===== src/rtl/theta_phase_sequencer.sv =====
// theta_phase_sequencer: theta/gamma phase-code transmitter.
// Replays an 8-slot phase table, one slot per 256-clock gamma cycle, 8 gamma cycles per theta cycle.
module theta_phase_sequencer #(
  parameter logic [7:0] INIT_PHASE = 8'd0,
  parameter logic       INIT_VALID = 1'b0
) (
  input  logic       clk,
  input  logic       rst_n,
  input  logic       start,
  input  logic       stop,
  input  logic       loop_mode,
  input  logic       wr_en,
  input  logic [2:0] wr_addr,
  input  logic [7:0] wr_phase,
  input  logic       wr_valid,
  output logic [7:0] global_phase,
  output logic       cycle_start,
  output logic [2:0] theta_idx,
  output logic       spike_out,
  output logic [7:0] actual_phase,
  output logic       fired,
  output logic       busy,
  output logic       done
);

  localparam int unsigned PW    = 8;
  localparam int unsigned IW    = 3;
  localparam int unsigned NSLOT = 8;

  localparam logic [PW-1:0] LAST_PHASE = PW'(255);
  localparam logic [IW-1:0] LAST_IDX   = IW'(7);

  typedef enum logic [0:0] {
    IDLE = 1'b0,
    RUN  = 1'b1
  } state_t;

  state_t state;
  state_t state_d;

  logic [NSLOT-1:0][PW-1:0] slot_phase;
  logic [NSLOT-1:0]         slot_valid;

  logic [PW-1:0] snap_phase;
  logic [PW-1:0] snap_phase_d;
  logic          snap_valid;
  logic          snap_valid_d;
  logic          loop_q;
  logic          loop_d;
  logic          stop_pending;
  logic          stop_pending_d;

  logic [PW-1:0] global_phase_d;
  logic          cycle_start_d;
  logic [IW-1:0] theta_idx_d;
  logic          spike_d;
  logic [PW-1:0] actual_phase_d;
  logic          fired_d;
  logic          busy_d;
  logic          done_d;

  logic [IW-1:0] fetch_idx;
  logic [PW-1:0] fetch_phase;
  logic          fetch_valid;
  logic          fetch_spike;

  // Phase table; writes land one clock after wr_en, in any state.
  always_ff @(posedge clk or negedge rst_n) begin
    if (!rst_n) begin
      slot_phase <= {NSLOT{INIT_PHASE}};
      slot_valid <= {NSLOT{INIT_VALID}};
    end else if (wr_en) begin
      slot_phase[wr_addr] <= wr_phase;
      slot_valid[wr_addr] <= wr_valid;
    end
  end

  // Slot for the gamma cycle about to begin. A write issued on the clock before
  // phase 0 is already part of the table at phase 0, so it is forwarded here.
  always_comb begin
    fetch_idx   = (state == RUN) ? theta_idx + IW'(1) : '0;
    fetch_phase = slot_phase[fetch_idx];
    fetch_valid = slot_valid[fetch_idx];
    if (wr_en && (wr_addr == fetch_idx)) begin
      fetch_phase = wr_phase;
      fetch_valid = wr_valid;
    end
    fetch_spike = fetch_valid && (fetch_phase == '0);
  end

  always_ff @(posedge clk or negedge rst_n) begin
    if (!rst_n) begin
      state        <= IDLE;
      snap_phase   <= '0;
      snap_valid   <= 1'b0;
      loop_q       <= 1'b0;
      stop_pending <= 1'b0;
      global_phase <= '0;
      cycle_start  <= 1'b0;
      theta_idx    <= '0;
      spike_out    <= 1'b0;
      actual_phase <= '0;
      fired        <= 1'b0;
      busy         <= 1'b0;
      done         <= 1'b0;
    end else begin
      state        <= state_d;
      snap_phase   <= snap_phase_d;
      snap_valid   <= snap_valid_d;
      loop_q       <= loop_d;
      stop_pending <= stop_pending_d;
      global_phase <= global_phase_d;
      cycle_start  <= cycle_start_d;
      theta_idx    <= theta_idx_d;
      spike_out    <= spike_d;
      actual_phase <= actual_phase_d;
      fired        <= fired_d;
      busy         <= busy_d;
      done         <= done_d;
    end
  end

  always_comb begin
    state_d        = state;
    snap_phase_d   = snap_phase;
    snap_valid_d   = snap_valid;
    loop_d         = loop_q;
    stop_pending_d = stop_pending;
    global_phase_d = global_phase;
    cycle_start_d  = 1'b0;
    theta_idx_d    = theta_idx;
    spike_d        = 1'b0;
    actual_phase_d = actual_phase;
    fired_d        = fired;
    busy_d         = busy;
    done_d         = 1'b0;

    unique case (state)
      IDLE: begin
        global_phase_d = '0;
        theta_idx_d    = '0;
        actual_phase_d = '0;
        fired_d        = 1'b0;
        busy_d         = 1'b0;
        stop_pending_d = 1'b0;
        if (start) begin
          state_d        = RUN;
          busy_d         = 1'b1;
          loop_d         = loop_mode;
          snap_phase_d   = fetch_phase;
          snap_valid_d   = fetch_valid;
          spike_d        = fetch_spike;
          fired_d        = fetch_spike;
          actual_phase_d = fetch_spike ? fetch_phase : '0;
        end
      end

      RUN: begin
        if (stop) begin
          stop_pending_d = 1'b1;
        end
        if (global_phase == LAST_PHASE) begin
          // Termination only at the theta boundary keeps downstream theta counters aligned.
          if ((theta_idx == LAST_IDX) && (!loop_q || stop_pending)) begin
            state_d        = IDLE;
            done_d         = 1'b1;
            busy_d         = 1'b0;
            global_phase_d = '0;
            theta_idx_d    = '0;
            actual_phase_d = '0;
            fired_d        = 1'b0;
            stop_pending_d = 1'b0;
          end else begin
            global_phase_d = '0;
            theta_idx_d    = theta_idx + IW'(1);
            snap_phase_d   = fetch_phase;
            snap_valid_d   = fetch_valid;
            spike_d        = fetch_spike;
            fired_d        = fetch_spike;
            actual_phase_d = fetch_spike ? fetch_phase : '0;
          end
        end else begin
          global_phase_d = global_phase + PW'(1);
          cycle_start_d  = (global_phase_d == LAST_PHASE);
          spike_d        = snap_valid && (snap_phase == global_phase_d);
          if (spike_d) begin
            fired_d        = 1'b1;
            actual_phase_d = snap_phase;
          end
        end
      end

      default: begin
        state_d = IDLE;
      end
    endcase
  end

endmodule


===== config.mk =====
export PLATFORM = sky130hd
export DESIGN_NAME = theta_phase_sequencer
export DESIGN_NICKNAME = d
export VERILOG_FILES = /design/src/rtl/theta_phase_sequencer.sv
export SDC_FILE = /design/constraint.sdc
export NUM_CORES = 1
export LEC_CHECK = 0
export CORE_MARGIN = 2
export CORE_UTILIZATION = 60
export DETAILED_ROUTE_END_ITERATION = 10
export GPL_TIMING_DRIVEN = 0
export HOLD_SLACK_MARGIN = 0.1
export PLACE_DENSITY = 0.82
export SYNTH_ARGS = -nofsm -noshare
export SYNTH_HDL_FRONTEND = slang
export SYNTH_SLANG_ARGS = --single-unit
export TNS_END_PERCENT = 1

===== constraint.sdc =====
create_clock -name clk -period 7.45 [get_ports clk]
set_input_delay 1.49 -clock clk [delete_from_list [all_inputs] [get_ports clk]]
set_output_delay 1.49 -clock clk [all_outputs]
set_load 0.01 [all_outputs]

==> impl_metrics.yaml <==
power_and_ir_drop:
  leakage_uw: 0.00262
  p_int_uw: 1110
  p_sw_frac: 0.295
  ir_drop_v: 0.000154
  power_frac_clock: 0.232
  p_comb_frac: 0.274
  seqPwrFrac: 0.494
  power_density_nw_per_um2: 261
  power_switching_uw: 465
drt:
  drc: 0
  dr.first_iter.drc_count: 387
  route.layer.met1.wl_um: 5270
  wl_met3_um: 781
  dr_wl_met2_um: 6050
  ant_nets: 0
  via_count: 3931
  routed_via_density: 6.31
  wl_per_cell_um: 19.9
  top_layer: "met4"
  dr.pass1.iters: 5
  totalWireLength_um: 12400
die:
  fp.dieW_um: 98.6
  die_y_um: 98.6
  row_count: 34
  initial_utilization: 0.616
  core_um2: 8720
  io_pins: 42
  dieArea_um2: 9730
global_routing:
  antenna_found_initial: 0
  grt_pass1_vias: 4081
  grt_pass1_wl_um: 20800
  overflow: 0
  grt_start_max_net_pins: 62
  track_usage: 0.272
synth:
  synth.avg_cell_area_um2: 11.5
  synthArstFlopShare: 1.00
  synth.cell_area_um2: 5370
  ys_ff_latch: 108
  synthCells: 466
  seq_area_frac_synth: 0.503
  synth_cell_types: 65
  synth_edf_count: 0
  synth_ff_type: "dfrtp_1"
  yosysWarnings: 0
  syn-num-nets: 488
timing:
  final.min_clock_period_ns: 3.69
  relSlewSlack: 0.260
  setup_tns_ns: 0
  tightest_slew_ns: 1.10
  fmax_ghz: 0.271
  maxSlewViolCount: 0
  rsz0062_at_grt: "false"
  hold_viol: 0
  post-route-period-util: 0.496
  finClkSkew_ns: 0.0160
  finalSetupViolations: 0
  worst_slack_ns: 3.76
clock_network:
  worst_skew_pair.late_latency_ns: 0.37
  cts_buffers: 9
  cts_resized: 0
  cts_root_buffer: "clkbuf_8"
  postCtsHoldBufs: 0
  clk_path_buf_depth: 2
  cts.sinks: 108
  cts_tree: "yes"
  htreeDepth: 3
  clk_pin_slew_ns: 0.10
  cts_setup_buffers: 0
placement:
  place.gp.congestion: 0.915
  dp_slack_ns: 3.46
  place_hpwl_um: 8710
  io_buffers: 33
  placed_area_um2: 5860
critical_path:
  r2r_cells: 10
  path_cells: "clkdlybuf4s50_1 -> clkbuf_1 -> nor2_1 -> a22oi_1 -> a211oi_2 -> nor4_1 -> a21oi_1 -> o32ai_1"
  end_kind: "flip-flop"
  startpoint_type: "input pin"
  crit_type: "input pin to flip-flop"
  worstPathArrival_ns: 3.97
  r2r-end: "spike_out"
  rrSetupSlack_ns: 4.07
  cp_max_fo: 10
  crit_buf_inv: 2
  slowest_delay_ns: 0.63
  worst-path-stages: 8
  cpMaxStageDelayCell: "nor4_1"
  critPathTopFamily: "compound AO/OA/AOI/OAI gates"
  r2r-start: "theta_idx[0]"
  critPathRequiredTime_ns: 7.72
finish:
  finalNetCount: 533
  fin_util: 0.695
  fin_area_um2: 6060
  multiInputGateArea_um2: 2480
  fill_cells: 658
  final_common_cell: "dfrtp_1"
  n_antenna_cell: 0
  syn2layout_area_growth_pct: 12.9
  regArea_um2: 2700
  post_route_cells_drive_above_1_share: 0.217
  mostFrequentLayoutCells: "dfrtp_1, mux2_2, nand2_1"
worst_hold_path:
  min_from: "slot_phase[59]"
  hold_end: "slot_phase[59]"
  hold_class: "flip-flop to flip-flop"
  min_path_cells: 2
status:
  status: "finished, final reports clean"
job:
  cap_viol_max_count: 0
[how the worst max path moves through the flow]
stage                                end  slack, ns  startpoint
after floorplan                spike_out       4.39  wr_addr[2]
after global placement    slot_phase[54]        1.0       rst_n
after detailed placement   snap_phase[5]       3.46  wr_addr[1]
after CTS                      spike_out       3.84  wr_addr[1]
after global routing           spike_out       3.61  wr_addr[1]
final                          spike_out       3.76  wr_addr[1]
[power by group through the flow]
stage	registers, uW	logic [uW]	clock network [uW]
2_1_floorplan	786	277	0
3_3_place_gp	782	414	0
3_5_place_dp	791	432	0
4_1_cts	780	434	373
5_1_grt	796	478	390
6_report	781	433	366
[metal layers]
metal | GRT usage | vias to the layer above
met2 | 0.454 | 166
li1 | - | 1756
met5 | 0 | -
met4 | 0.106 | 0
met1 | 0.355 | 1983
met3 | 0.0532 | 26
[sequential cells by signal (all words and copies together) (netlist names), 3 cells and up]
name,flops
global_phase,8
theta_idx,3
slot_phase,64
snap_phase,8
slot_valid,8
actual_phase,8
[final cells by class]
type,count,area share
flip-flops and latches,108,0.446
multi-input cells,314,0.409
clock inverters,3,0.00763
plain buffers,34,0.0252
inverters,10,0.00619
repair buffers,34,0.0586
well taps,108,0.0223
clock buffers,12,0.0256
[synthesized netlist by cell type (5+ instances only)]
| cell | count | share of area |
|---|---|---|
| and2_1 | 5 | 0.0058 |
| a31oi_1 | 5 | 0.0058 |
| o21ai_0 | 31 | 0.029 |
| inv_1 | 10 | 0.0070 |
| nand3_1 | 6 | 0.0056 |
| a21oi_1 | 7 | 0.0065 |
| mux2_2 | 71 | 0.15 |
| nand2_1 | 39 | 0.027 |
| clkbuf_1 | 19 | 0.013 |
| mux2i_1 | 16 | 0.030 |
| nand4_1 | 6 | 0.0070 |
| buf_2 | 9 | 0.0084 |
| nand2b_1 | 7 | 0.0082 |
| xnor2_1 | 11 | 0.018 |
| xor2_1 | 5 | 0.0082 |
| dfrtp_1 | 108 | 0.50 |
| nor2_1 | 26 | 0.018 |
[tightest hold or removal path, stage by stage, from the launching register on]
cell	delay [ns]
dfrtp_1	0.34
nand2_1	0.04
o21ai_0	0.06
[logic make-up (layout without fill, tap and decap cells)]
family,after synthesis,count (layout),synth area share
simple gates,124,124,0.123
flops,108,108,0.503
compound gates,76,76,0.0934
mux,92,92,0.201
fa+ha+maj,4,4,0.00932
buf+inv,44,93,0.0354
xor+xnor,18,18,0.0347
[metrics by stage]
stage | hold slack, ns | instances | total power (uW)
CTS | 0.487 | 623 | 1590
finish | 0.486 | 623 | 1580
global placement | 0.461 | 607 | 1200
floorplan | 0.444 | 466 | 1060
global route | 0.521 | 623 | 1660
detailed placement | 0.467 | 608 | 1220
Power figures use the tool's default switching activity.
